### src/rtl/pc_gen_pkg.sv
// Shared constants and state encoding for the IF-stage program-counter generator.
package pc_gen_pkg;

  // Control-level encodings shared with the rest of the pipeline
  localparam logic CHIP_ENABLE  = 1'b1;
  localparam logic CHIP_DISABLE = 1'b0;
  localparam logic NO_STOP      = 1'b0;
  localparam logic BRANCH       = 1'b1;

  // Default instruction address bus width
  localparam int INST_ADDR_W = 32;

  // S_OFF: fetch disabled, S_RUN: fetching, S_PEND: a redirect waits for the ROM/stall
  typedef enum logic [1:0] {
    S_OFF  = 2'd0,
    S_RUN  = 2'd1,
    S_PEND = 2'd2
  } pc_state_e;

endpackage

### src/rtl/pc_redirect_buf.sv
// Alignment masking of redirect targets and the single-entry pending-redirect buffer.
module pc_redirect_buf
  import pc_gen_pkg::*;
#(
  parameter int ADDR_W     = INST_ADDR_W,
  parameter int ALIGN_BITS = 2
) (
  input  logic              clk,
  input  logic              rst,
  input  logic              sel_flush_i,
  input  logic [ADDR_W-1:0] new_pc_i,
  input  logic [ADDR_W-1:0] branch_target_i,
  input  logic              set_i,
  input  logic              clear_i,
  input  logic              flush_i,
  output logic [ADDR_W-1:0] tgt_addr_o,
  output logic              tgt_misalign_o,
  output logic              pend_valid_o,
  output logic [ADDR_W-1:0] pend_addr_o
);

  localparam logic [ADDR_W-1:0] LOW_MASK = (ADDR_W'(1) << ALIGN_BITS) - ADDR_W'(1);

  logic [ADDR_W-1:0] raw_tgt;
  logic              pend_valid_d, pend_valid_q;
  logic [ADDR_W-1:0] pend_addr_d, pend_addr_q;

  // Pick the redirect source (flush wins) and force its low bits to zero
  always_comb begin
    raw_tgt        = sel_flush_i ? new_pc_i : branch_target_i;
    tgt_addr_o     = raw_tgt & ~LOW_MASK;
    tgt_misalign_o = |(raw_tgt & LOW_MASK);
  end

  // Next pending state: a flush discards, a new capture overwrites, a consume clears
  always_comb begin
    pend_valid_d = pend_valid_q;
    pend_addr_d  = pend_addr_q;
    if (flush_i) begin
      pend_valid_d = 1'b0;
    end else if (set_i) begin
      pend_valid_d = 1'b1;
      pend_addr_d  = tgt_addr_o;
    end else if (clear_i) begin
      pend_valid_d = 1'b0;
    end
  end

  // Pending-redirect registers; reset drops anything captured
  always_ff @(posedge clk or posedge rst) begin
    if (rst) begin
      pend_valid_q <= 1'b0;
      pend_addr_q  <= '0;
    end else begin
      pend_valid_q <= pend_valid_d;
      pend_addr_q  <= pend_addr_d;
    end
  end

  assign pend_valid_o = pend_valid_q;
  assign pend_addr_o  = pend_addr_q;

endmodule

### src/rtl/pc_gen.sv
// IF-stage PC generator: enable FSM, sequential adder and redirect priority logic.
module pc_gen
  import pc_gen_pkg::*;
#(
  parameter int                ADDR_W       = INST_ADDR_W,
  parameter logic [ADDR_W-1:0] RESET_VECTOR = '0,
  parameter int                PC_INC       = 4,
  parameter int                STALL_W      = 6,
  parameter int                ALIGN_BITS   = 2
) (
  input  logic               clk,
  input  logic               rst,
  input  logic [STALL_W-1:0] stall,
  input  logic               if_ready_i,
  input  logic               flush_i,
  input  logic [ADDR_W-1:0]  new_pc_i,
  input  logic               branch_flag_i,
  input  logic [ADDR_W-1:0]  branch_target_i,
  output logic [ADDR_W-1:0]  pc_o,
  output logic               ce_o,
  output logic               misalign_o
);

  localparam logic [ADDR_W-1:0] PC_STEP = ADDR_W'(PC_INC);

  pc_state_e         state_d, state_q;
  logic [ADDR_W-1:0] pc_d, pc_q;
  logic              ce_d, ce_q;
  logic              misalign_d, misalign_q;
  logic              adv;
  logic              running;
  logic              buf_set, buf_clear, buf_flush;
  logic [ADDR_W-1:0] tgt_addr;
  logic              tgt_misalign;
  logic              pend_valid;
  logic [ADDR_W-1:0] pend_addr;
  logic              unused_stall;

  // Only stall[0] freezes the PC; the upper bits belong to later stages
  assign unused_stall = ^stall;

  pc_redirect_buf #(
    .ADDR_W     (ADDR_W),
    .ALIGN_BITS (ALIGN_BITS)
  ) u_redirect_buf (
    .clk             (clk),
    .rst             (rst),
    .sel_flush_i     (flush_i),
    .new_pc_i        (new_pc_i),
    .branch_target_i (branch_target_i),
    .set_i           (buf_set),
    .clear_i         (buf_clear),
    .flush_i         (buf_flush),
    .tgt_addr_o      (tgt_addr),
    .tgt_misalign_o  (tgt_misalign),
    .pend_valid_o    (pend_valid),
    .pend_addr_o     (pend_addr)
  );

  // Fetch advances only when enabled, not frozen, and the ROM takes the address
  always_comb begin
    running = (state_q != S_OFF);
    adv     = (ce_q == CHIP_ENABLE) && (stall[0] == NO_STOP) && if_ready_i;
  end

  // Next-PC selection in priority order: flush, branch, capture, pending, step, hold
  always_comb begin
    state_d    = state_q;
    pc_d       = pc_q;
    ce_d       = ce_q;
    misalign_d = 1'b0;
    buf_set    = 1'b0;
    buf_clear  = 1'b0;
    buf_flush  = 1'b0;
    if (!running) begin
      state_d = S_RUN;
      ce_d    = CHIP_ENABLE;
    end else if (flush_i) begin
      pc_d       = tgt_addr;
      misalign_d = tgt_misalign;
      buf_flush  = 1'b1;
      state_d    = S_RUN;
    end else if ((branch_flag_i == BRANCH) && adv) begin
      pc_d       = tgt_addr;
      misalign_d = tgt_misalign;
      buf_clear  = 1'b1;
      state_d    = S_RUN;
    end else if (branch_flag_i == BRANCH) begin
      misalign_d = tgt_misalign;
      buf_set    = 1'b1;
      state_d    = S_PEND;
    end else if (pend_valid && adv) begin
      pc_d      = pend_addr;
      buf_clear = 1'b1;
      state_d   = S_RUN;
    end else if (adv) begin
      pc_d = pc_q + PC_STEP;
    end
  end

  // State, PC and registered outputs; reset returns to the disabled reset vector
  always_ff @(posedge clk or posedge rst) begin
    if (rst) begin
      state_q    <= S_OFF;
      pc_q       <= RESET_VECTOR;
      ce_q       <= CHIP_DISABLE;
      misalign_q <= 1'b0;
    end else begin
      state_q    <= state_d;
      pc_q       <= pc_d;
      ce_q       <= ce_d;
      misalign_q <= misalign_d;
    end
  end

  assign pc_o       = pc_q;
  assign ce_o       = ce_q;
  assign misalign_o = misalign_q;

endmodule

### config.mk
export PLATFORM = sky130hd
export DESIGN_NAME = pc_gen
export DESIGN_NICKNAME = d
export VERILOG_FILES = /design/src/rtl/pc_gen_pkg.sv /design/src/rtl/pc_redirect_buf.sv /design/src/rtl/pc_gen.sv
export SDC_FILE = /design/constraint.sdc
export NUM_CORES = 1
export LEC_CHECK = 0
export BUFFER_PORTS_ARGS = -buffer_cell sky130_fd_sc_hd__buf_2
export CORE_MARGIN = 4
export CORE_UTILIZATION = 40
export CTS_BUF_LIST = sky130_fd_sc_hd__clkbuf_8
export DETAILED_ROUTE_END_ITERATION = 10
export SLEW_MARGIN = 20
export SYNTH_ARGS = -nofsm -noshare
export SYNTH_HDL_FRONTEND = slang
export SYNTH_SLANG_ARGS = --single-unit
### constraint.sdc
create_clock -name clk -period 2.5 [get_ports clk]
set_clock_uncertainty 0.1 [all_clocks]
set_input_delay 0.125 -clock clk [delete_from_list [all_inputs] [get_ports clk]]
set_output_delay 0.125 -clock clk [all_outputs]
set_load 0.03 [all_outputs]
After elaboration in Yosys (flattened, before gate mapping)
Index checks and enable logic that the tools add are counted.
{"block": "word_totals", "ff_bits": 67, "wordCells": 50}
{"block": "classes", "addsub": 1, "n_eq_ne": 2, "muxes": 29, "n_bitwise": 2, "reduce_logical": 10}
{"cell": "two-way mux 32 bit", "n": 6}
{"cell": "adder 32 x 3 -> 32 bit, second input constant", "n": 1}
{"cell": "two-way mux 1 bit", "n": 18}
{"cell": "two-way mux 2 bit", "n": 5}
{"cell": "!= test 5 x 3 -> 1 bit, second input constant", "n": 1}
{"cell": "logical AND 1 bit", "n": 4}
{"cell": "nonzero test 4 bit", "n": 1}
{"cell": "!= test 3 x 2 -> 1 bit, second input constant", "n": 1}
{"cell": "AND reduction 3 bit", "n": 1}
{"cell": "nonzero test 3 bit", "n": 1}
{"cell": "NOT 1 bit", "n": 2}
{"cell": "AND reduction 2 bit", "n": 1}
{"cell": "nonzero test 2 bit", "n": 1}
{"cell": "OR reduction 2 bit", "n": 1}

Logic depth before layout (Yosys ltp)
{"block": "depth", "depth_word": 12, "depth_mapped": 7}

Cells and area by module
From an unflattened synthesis, not the netlist that was laid out.
{"block": "hier_totals", "hier_cells": 423, "hier_area_um2": 4409.2}
{"mod": "pc_gen", "n_inst": 1, "cells_each": 312, "area_each_um2": 2581.2}
{"mod": "pc_redirect_buf", "n_inst": 1, "cells_each": 111, "area_each_um2": 1828.0}

Worst setup path after synthesis
No wires, ideal clock.
{"block": "synth_timing", "path_kind": "register to register", "start": "reg pc_q[2], in the netlist pc_o[2]", "end": "reg pc_q[28], in the netlist pc_o[28]", "setup_ps": 126, "arrival_time_ps": 1863, "required_time_ps": 2274, "slack_ps": 411, "path_stages_with_launch": 7, "n_path_buf": 0, "path_cell_list": "dfrtp_1 ha_1 nand3_4 or3_4 nor4_4 o31ai_1 a221o_1"}
{"block": "synth_between", "elab_chain_len": 6}
{"item": "from (decl)", "line_no": "pc_gen.sv:27", "source": "logic [ADDR_W-1:0] pc_d, pc_q;"}
{"item": "from (signal assigned)", "line_no": "pc_gen.sv:110", "source": "pc_q <= pc_d;"}
{"item": "adder 32 x 3 -> 32 bit", "line_no": "pc_gen.sv:97", "source": "pc_d = pc_q + PC_STEP;"}
{"item": "two-way mux 32 bit", "line_no": "pc_gen.sv:96", "source": "end else if (adv) begin"}
{"item": "two-way mux 32 bit", "line_no": "pc_gen.sv:92", "source": "end else if (pend_valid && adv) begin"}
{"item": "two-way mux 32 bit", "line_no": "pc_gen.sv:88", "source": "end else if (branch_flag_i == BRANCH) begin"}
{"item": "two-way mux 32 bit", "line_no": "pc_gen.sv:83", "source": "end else if ((branch_flag_i == BRANCH) && adv) begin"}
{"item": "two-way mux 32 bit", "line_no": "pc_gen.sv:78", "source": "end else if (flush_i) begin"}
No other way between the ends. The select of a mux whose other input is x is not followed.
A chain may end at the register's enable or synchronous reset.

Worst setup path after layout
{"block": "layout_timing", "start": "reg ce_q, in the netlist ce_o", "end": "reg pc_q[31], in the netlist pc_o[31]"}
{"block": "layout_between", "elab_chain_len": 7, "elab_cells_between_ends": 11, "classes_between": "eq/ne: 1; mux: 4; reduce/logical: 6"}
{"item": "from (decl)", "line_no": "pc_gen.sv:28", "source": "logic ce_d, ce_q;"}
{"item": "from (signal assigned)", "line_no": "pc_gen.sv:106", "source": "ce_q <= CHIP_DISABLE;"}
{"item": "from (signal assigned)", "line_no": "pc_gen.sv:111", "source": "ce_q <= ce_d;"}
{"item": "logical AND 1 bit (*) (2 in a row)", "line_no": "pc_gen.sv:63", "source": "adv = (ce_q == CHIP_ENABLE) && (stall[0] == NO_STOP) && if_ready_i;"}
{"item": "logical AND 1 bit", "line_no": "pc_gen.sv:92"}
{"item": "two-way mux 32 bit", "line_no": "pc_gen.sv:92"}
{"item": "two-way mux 32 bit", "line_no": "pc_gen.sv:88"}
{"item": "two-way mux 32 bit", "line_no": "pc_gen.sv:83"}
{"item": "two-way mux 32 bit", "line_no": "pc_gen.sv:78"}
Mark *: on every way between the ends. The rest lies on a longest branch, timed or not. The select of a mux whose other input is x is not followed.

==> impl_metrics.json <==
{
  "cts_setup_buffers": 0,
  "maxCapViolCount": 0,
  "worstSkewPairLatency_ns": 0.34,
  "gp_congestion": 0.825,
  "io_buffers": 101,
  "rsz0062_at_grt": "no",
  "synth_mux_area_frac": 0.0925,
  "syn_avg_cell_area_um2": 9.21,
  "n_antenna_cell": 0,
  "wl_per_cell_um": 16.9,
  "power_frac_clock": 0.234,
  "crit_path_start_kind": "flop",
  "tightest_slew_ns": 0.659,
  "synth-compound-area-share": 0.201,
  "synth_simple_gate_area_frac": 0.233,
  "vias_per_cell": 5.66,
  "cts_root_buf": "clkbuf_8",
  "slew_headroom": 0.560,
  "std_cell_rows": 36,
  "reg2reg_slack_ns": 0.34,
  "clockBufferDepth": 2,
  "gr-total-overflow": 0,
  "synth_xor_area_frac": 0.0219,
  "hpwlAfterDp_um": 8540,
  "r2r_end": "pc_o[31]$_DFFE_PP0P_",
  "die_w_um": 108,
  "fmax_mhz": 464,
  "p_int_w": 0.00206,
  "p_leak_nw": 2.24,
  "first_global_vias": 3741,
  "ir_drop_v": 0.000282,
  "wirelength_um": 11600,
  "route.vias.total": 3870,
  "synth_edf_count": 0,
  "hold_end": "u_redirect_buf.pend_addr_o[20]$_DFFE_PP0P_",
  "worstPathArrival_ns": 2.30,
  "power.share.sequential": 0.449,
  "syn_area_um2": 4010,
  "fin_tns_setup_ns": 0,
  "start_util": 0.410,
  "clkTransAtPathRegs_ns": 0.08,
  "reg2reg_depth": 5,
  "drt_iter0_drc": 156,
  "cts_buffers": 9,
  "total_power_w": 0.00335,
  "ys_seq_area_frac": 0.406,
  "die_area_um2": 11700,
  "drive_gt1_frac": 0.292,
  "firstDrtPassIters": 5,
  "placed_cell_area_um2": 4730,
  "crit_fanout": 9,
  "slew_violations": 0,
  "status": "completed",
  "synth.distinct_cells": 67,
  "critPathKind": "reg -> reg",
  "min_path_type": "in -> reg",
  "fin_area_um2": 4940,
  "area_delta_synth_final_pct": 23.3,
  "drcViolationCount": 0,
  "final_hold_viol_count": 0,
  "r2r_start": "ce_o$_DFFE_PP0P_",
  "ys_ff_latch": 65,
  "p_per_area_nw_per_um2": 679,
  "grt_usage": 0.205,
  "whs_ns": 0.0139,
  "cp-end-kind": "flop",
  "crit_required_ns": 2.64,
  "clock-sinks": 65,
  "core_um2": 9770,
  "syn-instance-count": 435,
  "synth-adder-area-share": 0.00312,
  "die_h_um": 108,
  "hold_start": "branch_target_i[20]",
  "synth_top_family_by_area": "simple AND/OR/NAND/NOR gates",
  "post-route-util": 0.505,
  "synth_flop_cell": "dfrtp_1",
  "yosys_warnings": 0,
  "design.portCount": 109,
  "power_frac_comb": 0.318,
  "grt_pass1_wl_um": 19000,
  "setup_violations": 0,
  "p_switching_w": 0.00129,
  "grt_max_degree": 39,
  "async_flop_share": 1.00,
  "cts_max_level": 3,
  "fin_crit_sh": 0.863,
  "period_minus_slack_ns": 2.16,
  "min_delay_path_depth": 3,
  "antenna_found_initial": 0,
  "route.antenna.remaining_nets": 0,
  "nets": 623,
  "cts_tree": "built",
  "swShare": 0.386
}
-- through the flow --
| step | worst slack [ns] | instances |
|---|---|---|
| floorplan | 0.411 | 436 |
| global placement | 0.435 | 664 |
| detailed placement | 0.418 | 664 |
| CTS | 0.381 | 684 |
| global route | 0.233 | 684 |
| finish | 0.343 | 684 |
-- cells by family (layout without fill, tap and decap cells) --
logic type	count (synthesis)	count (layout)
other cells	1	2
mux	36	36
xor+xnor	10	10
compound gates	123	123
fa+ha+maj	1	1
simple gates	165	165
flops	65	65
buf+inv	34	149
-- cell type report --
cell class                 count  area [um2]
multi-input combinational    337        2220
sequential                    65        1630
fill                         969        4830
inverter                       4        15.0
clock inverter                 5        25.0
clock buffer                  10         138
tap                          133         166
timing repair buffer         130         748
-- routing by layer --
layer,vias to the layer above,part of all wire,track usage,wire [um]
met1,1889,0.46,0.292,5330
met2,114,0.47,0.325,5420
met5,-,0,0,0
met4,0,0.016,0.0640,189
li1,1851,-,-,-
met3,16,0.055,0.0275,635
-- registers in the layout, summed over array words and instances, names as in the netlist --
| register | cells |
|---|---|
| state_q | 2 |
| u_redirect_buf.pend_valid_o | 1 |
| pc_o | 30 |
| u_redirect_buf.pend_addr_o | 30 |
| ce_o | 1 |
| misalign_o | 1 |
-- placed cells by master, fill, tap and decap left out, types with 6 or more instances in the layout --
cell type,netlist,final
buf_4,6,23
buf_2,12,101
mux2i_1,28,28
and3_1,13,13
nand4_1,13,13
a221o_1,6,6
clkbuf_8,0,10
nand2_1,30,30
dfrtp_1,65,65
o21ai_0,26,26
mux2_2,8,8
a21oi_1,40,40
nor2_1,53,53
xnor2_1,8,8
a211oi_1,7,7
nand3_1,16,16
o221ai_1,7,7
-- cell usage after synthesis, types with 4 or more instances --
| cell | number | area share |
|---|---|---|
| dfrtp_1 | 65 | 0.41 |
| nor2_1 | 53 | 0.050 |
| a21oi_1 | 40 | 0.050 |
| nand2_1 | 30 | 0.028 |
| mux2i_1 | 28 | 0.070 |
| o21ai_0 | 26 | 0.032 |
| nand3_1 | 16 | 0.020 |
| and3_1 | 13 | 0.020 |
| nand4_1 | 13 | 0.020 |
| buf_2 | 12 | 0.015 |
| clkbuf_1 | 11 | 0.010 |
| mux2_2 | 8 | 0.022 |
| xnor2_1 | 8 | 0.017 |
| a211oi_1 | 7 | 0.013 |
| o221ai_1 | 7 | 0.015 |
| a221o_1 | 6 | 0.015 |
| buf_4 | 6 | 0.011 |
| nand4b_1 | 5 | 0.011 |
| nor3_1 | 5 | 0.0062 |
| a31oi_1 | 4 | 0.0062 |
| nor4_1 | 4 | 0.0062 |
| o21a_1 | 4 | 0.0075 |
-- how the worst max path moves through the flow --
stage,from,endpoint,cells after the start
floorplan,pc_o[2]$_DFFE_PP0P_,pc_o[28]$_DFFE_PP0P_,6
global placement,ce_o$_DFFE_PP0P_,pc_o[31]$_DFFE_PP0P_,5
detailed placement,pc_o[2]$_DFFE_PP0P_,pc_o[28]$_DFFE_PP0P_,6
CTS,pc_o[14]$_DFFE_PP0P_,pc_o[31]$_DFFE_PP0P_,5
global route,ce_o$_DFFE_PP0P_,pc_o[31]$_DFFE_PP0P_,5
finish,ce_o$_DFFE_PP0P_,pc_o[31]$_DFFE_PP0P_,5
-- critical path, stage by stage, from the launching register on --
cell	delay, ns
dfrtp_1	0.42
and3b_1	0.42
o21a_1	0.41
nand4_1	0.20
or2_0	0.25
a211oi_1	0.24
-- power groups by stage --
stage                     registers [W]  clock network [W]  logic, W
after floorplan                 0.00168                  0  0.000521
after global placement          0.00151                  0   0.00104
after detailed placement        0.00152                  0   0.00106
after CTS                       0.00150           0.000798   0.00107
after global routing            0.00155           0.000848   0.00117
final                           0.00151           0.000785   0.00107
-- what timing repair did --
action | in CTS | in global routing
endpoints found under the hold margin | 30 | 0
gates resized for setup | 0 | 0
hold buffers | 5 | 0
(Power assumes the default switching activity.)
